<file path="src/rtl/constraint_eval_arbiter.sv">
// Round-robin arbiter sharing one registered shift-invert-reduce constraint check
// between NREQ requesters, with a tagged valid/ready response and saturating statistics.
module constraint_eval_arbiter #(
    parameter int NREQ  = 4,
    parameter int WIDTH = 18,
    parameter int IDW   = 2,
    parameter int CNTW  = 16
) (
    input  logic                  clk,
    input  logic                  rst_n,
    input  logic [4:0]            cfg_shift,
    input  logic [NREQ-1:0]       req_valid,
    output logic [NREQ-1:0]       req_ready,
    input  logic [NREQ*WIDTH-1:0] req_data,
    output logic                  resp_valid,
    input  logic                  resp_ready,
    output logic [IDW-1:0]        resp_id,
    output logic                  resp_sat,
    output logic                  busy,
    output logic [CNTW-1:0]       sat_cnt,
    output logic [CNTW-1:0]       unsat_cnt,
    input  logic                  clr_cnt
);

    localparam int NSLOT = 1 << IDW;

    typedef enum logic [1:0] {
        IDLE,
        EVAL,
        RESP
    } state_t;

    state_t           state;
    logic [IDW-1:0]   rr_ptr;
    logic [IDW-1:0]   g_q;
    logic [WIDTH-1:0] op_q;
    logic [4:0]       shamt_q;

    logic [NSLOT-1:0] valid_ext;
    logic [NSLOT-1:0] ready_ext;
    logic             grant_found;
    logic [IDW-1:0]   grant_idx;
    logic [IDW:0]     scan_idx;
    logic [WIDTH-1:0] op_sel;
    logic [WIDTH-1:0] shifted;

    assign valid_ext = NSLOT'(req_valid);

    // Scan from rr_ptr upward, wrapping at NREQ; first valid requester wins.
    always_comb begin
        grant_found = 1'b0;
        grant_idx   = '0;
        scan_idx    = '0;
        for (int unsigned k = 0; k < NREQ; k++) begin
            scan_idx = {1'b0, rr_ptr} + (IDW+1)'(k);
            if (scan_idx >= (IDW+1)'(NREQ))
                scan_idx = scan_idx - (IDW+1)'(NREQ);
            if (!grant_found && valid_ext[scan_idx[IDW-1:0]]) begin
                grant_found = 1'b1;
                grant_idx   = scan_idx[IDW-1:0];
            end
        end
    end

    always_comb begin
        op_sel = '0;
        for (int unsigned k = 0; k < NREQ; k++) begin
            if (IDW'(k) == grant_idx)
                op_sel = req_data[k*WIDTH +: WIDTH];
        end
    end

    always_comb begin
        ready_ext = '0;
        if (state == IDLE && grant_found)
            ready_ext[grant_idx] = 1'b1;
        req_ready = ready_ext[NREQ-1:0];
    end

    assign shifted = op_q >> shamt_q;
    assign busy    = (state != IDLE);

    always_ff @(posedge clk or negedge rst_n) begin
        if (!rst_n) begin
            state      <= IDLE;
            rr_ptr     <= '0;
            g_q        <= '0;
            op_q       <= '0;
            shamt_q    <= '0;
            resp_valid <= 1'b0;
            resp_id    <= '0;
            resp_sat   <= 1'b0;
            sat_cnt    <= '0;
            unsat_cnt  <= '0;
        end else begin
            case (state)
                IDLE: begin
                    if (grant_found) begin
                        op_q    <= op_sel;
                        g_q     <= grant_idx;
                        shamt_q <= cfg_shift;
                        state   <= EVAL;
                    end
                end
                EVAL: begin
                    resp_sat   <= |(~shifted);
                    resp_id    <= g_q;
                    rr_ptr     <= (g_q == IDW'(NREQ-1)) ? '0 : g_q + IDW'(1);
                    resp_valid <= 1'b1;
                    state      <= RESP;
                end
                RESP: begin
                    if (resp_ready) begin
                        resp_valid <= 1'b0;
                        state      <= IDLE;
                    end
                end
                default: state <= IDLE;
            endcase

            // Clear wins over an increment landing in the same cycle.
            if (clr_cnt) begin
                sat_cnt   <= '0;
                unsat_cnt <= '0;
            end else if (state == RESP && resp_ready) begin
                if (resp_sat) begin
                    if (sat_cnt != '1)
                        sat_cnt <= sat_cnt + CNTW'(1);
                end else begin
                    if (unsat_cnt != '1)
                        unsat_cnt <= unsat_cnt + CNTW'(1);
                end
            end
        end
    end

endmodule

</file>
<file path="config.mk">
export PLATFORM = sky130hd
export DESIGN_NAME = constraint_eval_arbiter
export DESIGN_NICKNAME = d
export VERILOG_FILES = /design/src/rtl/constraint_eval_arbiter.sv
export SDC_FILE = /design/constraint.sdc
export NUM_CORES = 1
export LEC_CHECK = 0
export ABC_CLOCK_PERIOD_IN_PS = 2300
export BUFFER_PORTS_ARGS = -buffer_cell sky130_fd_sc_hd__buf_2
export CAP_MARGIN = 0
export CORE_MARGIN = 3
export CORE_UTILIZATION = 30
export CTS_BUF_LIST = sky130_fd_sc_hd__clkbuf_8
export CTS_CLUSTER_DIAMETER = 120
export DETAILED_ROUTE_END_ITERATION = 8
export PLACE_DENSITY = 0.5
export SLEW_MARGIN = 10
export SYNTH_ARGS = -nofsm -noshare
export SYNTH_HDL_FRONTEND = slang
export SYNTH_SLANG_ARGS = --single-unit
</file>
<file path="constraint.sdc">
create_clock -name clk -period 2.3 [get_ports clk]
set_input_delay 0.115 -clock clk [delete_from_list [all_inputs] [get_ports clk]]
set_output_delay 0.115 -clock clk [all_outputs]
set_load 0.005 [all_outputs]
</file>
# After elaboration in Yosys (flattened, before gate mapping)
# Index checks and enable logic that the tools add are counted.
word_totals:
  rom_bits: 0
  register_bits: 65
  output_inout_bits: 41
  ramBits: 0
  word_cells: 107
  input_bits: 85
  n_memories: 0
  latch_bits: 0
classes:
  n_reduce_logical: 23
  add_sub_neg: 10
  bitwise_logic: 1
  magnitude_cmp: 10
  mul: 0
  n_div: 0
  n_mux: 41
  shifts: 1
  n_eq_ne: 11
op_table:
  columns: ["op", "n"]
  rows:
  - ["16-bit 2-to-1 mux", 8]
  - ["18-bit 2-to-1 mux", 4]
  - ["16-bit by 1-bit adder with 16-bit output (second input constant)", 2]
  - ["16-bit inequality test (second input constant)", 2]
  - ["2-bit 2-to-1 mux", 11]
  - ["18-bit inverter", 1]
  - ["18-bit OR reduction", 1]
  - ["18-bit by 5-bit >> shifter with 18-bit output", 1]
  - ["2-bit by 3-bit less-than comparator with 1-bit output (second input constant)", 5]
  - ["2-bit nonzero test", 6]
  - ["1-bit 2-to-1 mux", 10]
  - ["3-bit >= comparator (second input constant)", 3]
  - ["1-bit binary-select mux with 2-bit select", 4]
  - ["2-bit by 1-bit subtractor with 2-bit output (second input constant)", 4]
  - ["2-bit by 2-bit adder with 3-bit output (second input constant)", 2]
  - ["1-bit logical AND", 6]
  - ["2-bit one-hot mux with 3 select lines", 1]
  - ["2-bit AND reduction", 3]
  - ["3-bit AND reduction", 2]
  - ["2-bit equality test (first input constant)", 2]
  - ["2-bit equality test (second input constant)", 2]
  - ["2-bit logical NOT", 2]
  - ["4-bit 2-to-1 mux", 1]
  - ["2-bit inequality test (second input constant)", 2]
  - ["other kinds (10)", 12]

# Depth between registers and ports, before layout
logic_depth:
  ltp_word: 19
  ltp_mapped: 7

# Worst setup path after synthesis
# No wires, ideal clock.
synth_path:
  kind: "reg2reg"
  start: "register shamt_q[0]"
  end: "register resp_sat"
  path_slack_ns: 0.500
  setup_ns: 0.126
  stages_incl_launch_ff: 6
  n_path_buf: 1
  required_ns: 2.174
  synth_period_minus_slack_ns: 1.800
  arrival_time_ns: 1.674
  path_cell_list: "dfrtp_1 buf_1 nor4b_1 nand4b_1 or4_1 o32a_1"
synth_between:
  elab_chain_len: 3
synth_rtl:
  columns: ["element", "line", "text"]
  rows:
  - ["start, declared", "37", "logic [4:0] shamt_q;"]
  - ["start signal, assigned", "101", "shamt_q <= cfg_shift;"]
  - ["18-bit by 5-bit >> shifter with 18-bit output", "80", "assign shifted = op_q >> shamt_q;"]
  - ["18-bit inverter", "106", "resp_sat <= |(~shifted);"]
  - ["18-bit OR reduction", "106", null]
  - ["end signal, assigned", "106", null]
  - ["end, declared", "18", "output logic resp_sat,"]
# Every way passes these cells.
# A chain may end at the register's enable or synchronous reset.

# Worst setup path after layout
layout_path:
  start: "register state[0]"
  end: "output req_ready[1]"
layout_between:
  elab_chain_len: 3
layout_rtl:
  columns: ["element", "line", "text"]
  rows:
  - ["start, declared", "33", "state_t state;"]
  - ["start signal, assigned", "85", "state <= IDLE;"]
  - ["start signal, assigned", "102", "state <= EVAL;"]
  - ["start signal, assigned", "110", "state <= RESP;"]
  - ["2-bit logical NOT", "75", "if (state == IDLE && grant_found)"]
  - ["1-bit logical AND", "75", null]
  - ["4-bit 2-to-1 mux", "75", null]
  - ["end, declared", "13", "output logic [NREQ-1:0] req_ready,"]
# Every way passes these cells.

==> results.yml <==
hold_path:
  worstHoldPathType: "primary input to flip-flop"
final_layout:
  fin_nets: 594
  drive_gt1_frac: 0.320
  area_growth_pct: 29.1
  antenna_cells: 0
synthesis:
  ys_warn_count: 0
  synth_nets: 463
  netlist_area_mm2: 0.00366
  async_flop_share: 1.00
  synthCells: 375
  synth_edf_count: 0
  synth_seq_cells: 65
  ys_seq_area_frac: 0.444
  syn_avg_cell_area_um2: 9.76
  ys.flop_type: "dfrtp_1"
  synthDistinctLibCells: 50
routing:
  routedWlPerCell_um: 14.8
  num_vias: 3252
  drt_wl_total_um: 9660
  viasPerCell: 4.99
  drt-initial-drc-count: 215
  first_pass_iters: 4
  drc: 0
  drtAntennaViolNets: 0
critical_path:
  critPathArrivalTime_ps: 2020
  worstSetupEndpoint: "req_ready[1]"
  crit_required_ps: 2180
  worstSetupPathType: "flip-flop to output pin"
  reg2reg_slack_ps: 360
  r2r-start: "unsat_cnt[3]$_DFFE_PN0P_"
  critPathLaunchType: "flip-flop"
  endpoint_kind: "output pin"
  startpoint: "state[0]$_DFFE_PN0P_"
  reg2reg_depth: 5
  worst-path-max-fanout: 19
  r2r-end: "unsat_cnt[1]$_DFFE_PN0P_"
cts:
  root_buffer: "clkbuf_8"
  cts_tree: "built"
  clk_latency_ps: 330
  clk_pin_slew_ps: 70
  cts_buffer_depth: 2
  clock_sinks: 65
  numCtsBuffers: 9
  cts_setup_buffers: 0
  cts-htree-levels: 3
floorplan:
  die_w_um: 116
  core_region_area_mm2: 0.0117
  die-area_mm2: 0.0136
  io_pins: 126
  initial_utilization: 0.314
  die_y_um: 116
  rows: 39
timing:
  fin_skew_ps: 10.2
  fmax_ghz: 0.469
  min_period_over_period: 0.927
  drv_slew: 0
  rsz0062_at_grt: "no"
  worstMarginPinSlew_ps: 771
  setup_viol: 0
  whs_ps: 35.7
  finalSetupTns_ps: 0
  hold_viol: 0
  relSlewSlack: 0.486
  fin_crit_ps: 2130
global_routing:
  grtUsageTotal: 0.147
  grt_max_degree: 40
  grt_pass1_vias: 3197
  grt.overflow.total: 0
  grt_first_pass_wirelength_um: 15800
  antenna_found_initial: 0
placed_design:
  hpwlAfterDp_um: 7050
  finalWeightedCongestion: 0.836
  portBuffers: 125
flow_run:
  max_cap_viol_count: 0
pwr:
  leakage_uw: 0.00229
  irDropWorstVdd_uv: 413
  powerDensity_mw_per_mm2: 885
outcome:
  status: "finished, final reports clean"
-- routing by layer --
metal / track usage / part of all wire / vias up / routed length (um)
li1: - / - / 1631 / -
met5: 0 / 0 / - / 0
met1: 0.190 / 0.45 / 1498 / 4350
met4: 0.0379 / 0.012 / 0 / 113
met2: 0.246 / 0.48 / 114 / 4600
met3: 0.0368 / 0.062 / 9 / 601
-- placed cells by master, fill, tap and decap left out, types with 8 or more instances in the layout --
cell and instances:
xor2_1 14, o221ai_1 18, nand2_1 57, xnor2_1 12, buf_2 125, o21ai_0 8, dfrtp_1 63, nor2_1 38
mux2i_1 41, clkbuf_8 10, a21oi_1 12
-- logic make-up after synthesis --
logic type | synth area share
DFF | 0.444
adders and majority gates | 0.0103
AOI/OAI and AO/OA | 0.116
xor gates and xnor gates | 0.0622
and+or+nand+nor | 0.221
muxes | 0.121
buffers and inverters | 0.0246
-- how the worst min path moves through the flow --
stage,start,endpoint,depth (start not counted)
after floorplan,rst_n,g_q[0]$_DFFE_PN0N_,0
after global placement,rst_n,unsat_cnt[9]$_DFFE_PN0P_,1
final,resp_ready,state[1]$_DFFE_PN0P_,2
after global routing,resp_ready,state[1]$_DFFE_PN0P_,2
after CTS,resp_ready,state[1]$_DFFE_PN0P_,2
after detailed placement,rst_n,unsat_cnt[6]$_DFFE_PN0P_,1
-- report_power, final --
part | switching (uW) | total (uW) | internal, uW
Sequential | 272 | 1710 | 1430
Combinational | 810 | 1540 | 728
Clock | 422 | 935 | 513
-- flip-flops by register name, indices dropped and copies added (netlist names) --
signal and count:
sat_cnt 16, unsat_cnt 16, resp_id 2, g_q 2, rr_ptr 2, resp_sat 1, resp_valid 1, op_q 18
state 2, shamt_q 5
-- metrics by stage --
stage,instances,utilization,cell area [um2],total power [uW],setup slack (ps)
global route,652,0.405,4730,4540,17.2
detailed placement,632,0.384,4480,3280,402
floorplan,375,-,3660,2730,500
global placement,632,0.384,4480,3230,459
CTS,652,0.405,4720,4260,114
finish,652,0.405,4730,4180,167
-- area by class of cell --
type                    count  area, um2
inverters                   5       18.8
multi-input cells         288       1960
fillers                  1162       6940
well taps                 143        179
clock inverters             4       45.0
repair buffers            137        756
clock buffers              10        138
flip-flops and latches     65       1630
-- critical path, cell delays in order, from the launching register on --
cell	delay [ps]
dfrtp_2	440
or2_2	310
or2_1	250
inv_2	130
nand2_1	100
buf_4	230
nor2_1	100
buf_2	120
-- synth_stat cells, types with 8 or more instances --
cell type  number  area [um2]
a21oi_1        12        60.1
xnor2_1        12         105
mux2i_1        41         410
xor2_1         14         123
dfrtp_1        65        1630
o221ai_1       18         158
clkbuf_1       10        37.5
o21ai_0         8        40.0
nor2_1         38         143
nand2_1        57         214
-- repair_timing --
| item | CTS | global route |
|---|---|---|
| gates resized for setup | 0 | 2 |
| endpoints found under the hold margin | 35 | 0 |
| endpoints found under the setup margin | 0 | 1 |
| hold buffers | 6 | 0 |
(Power assumes the default switching activity.)
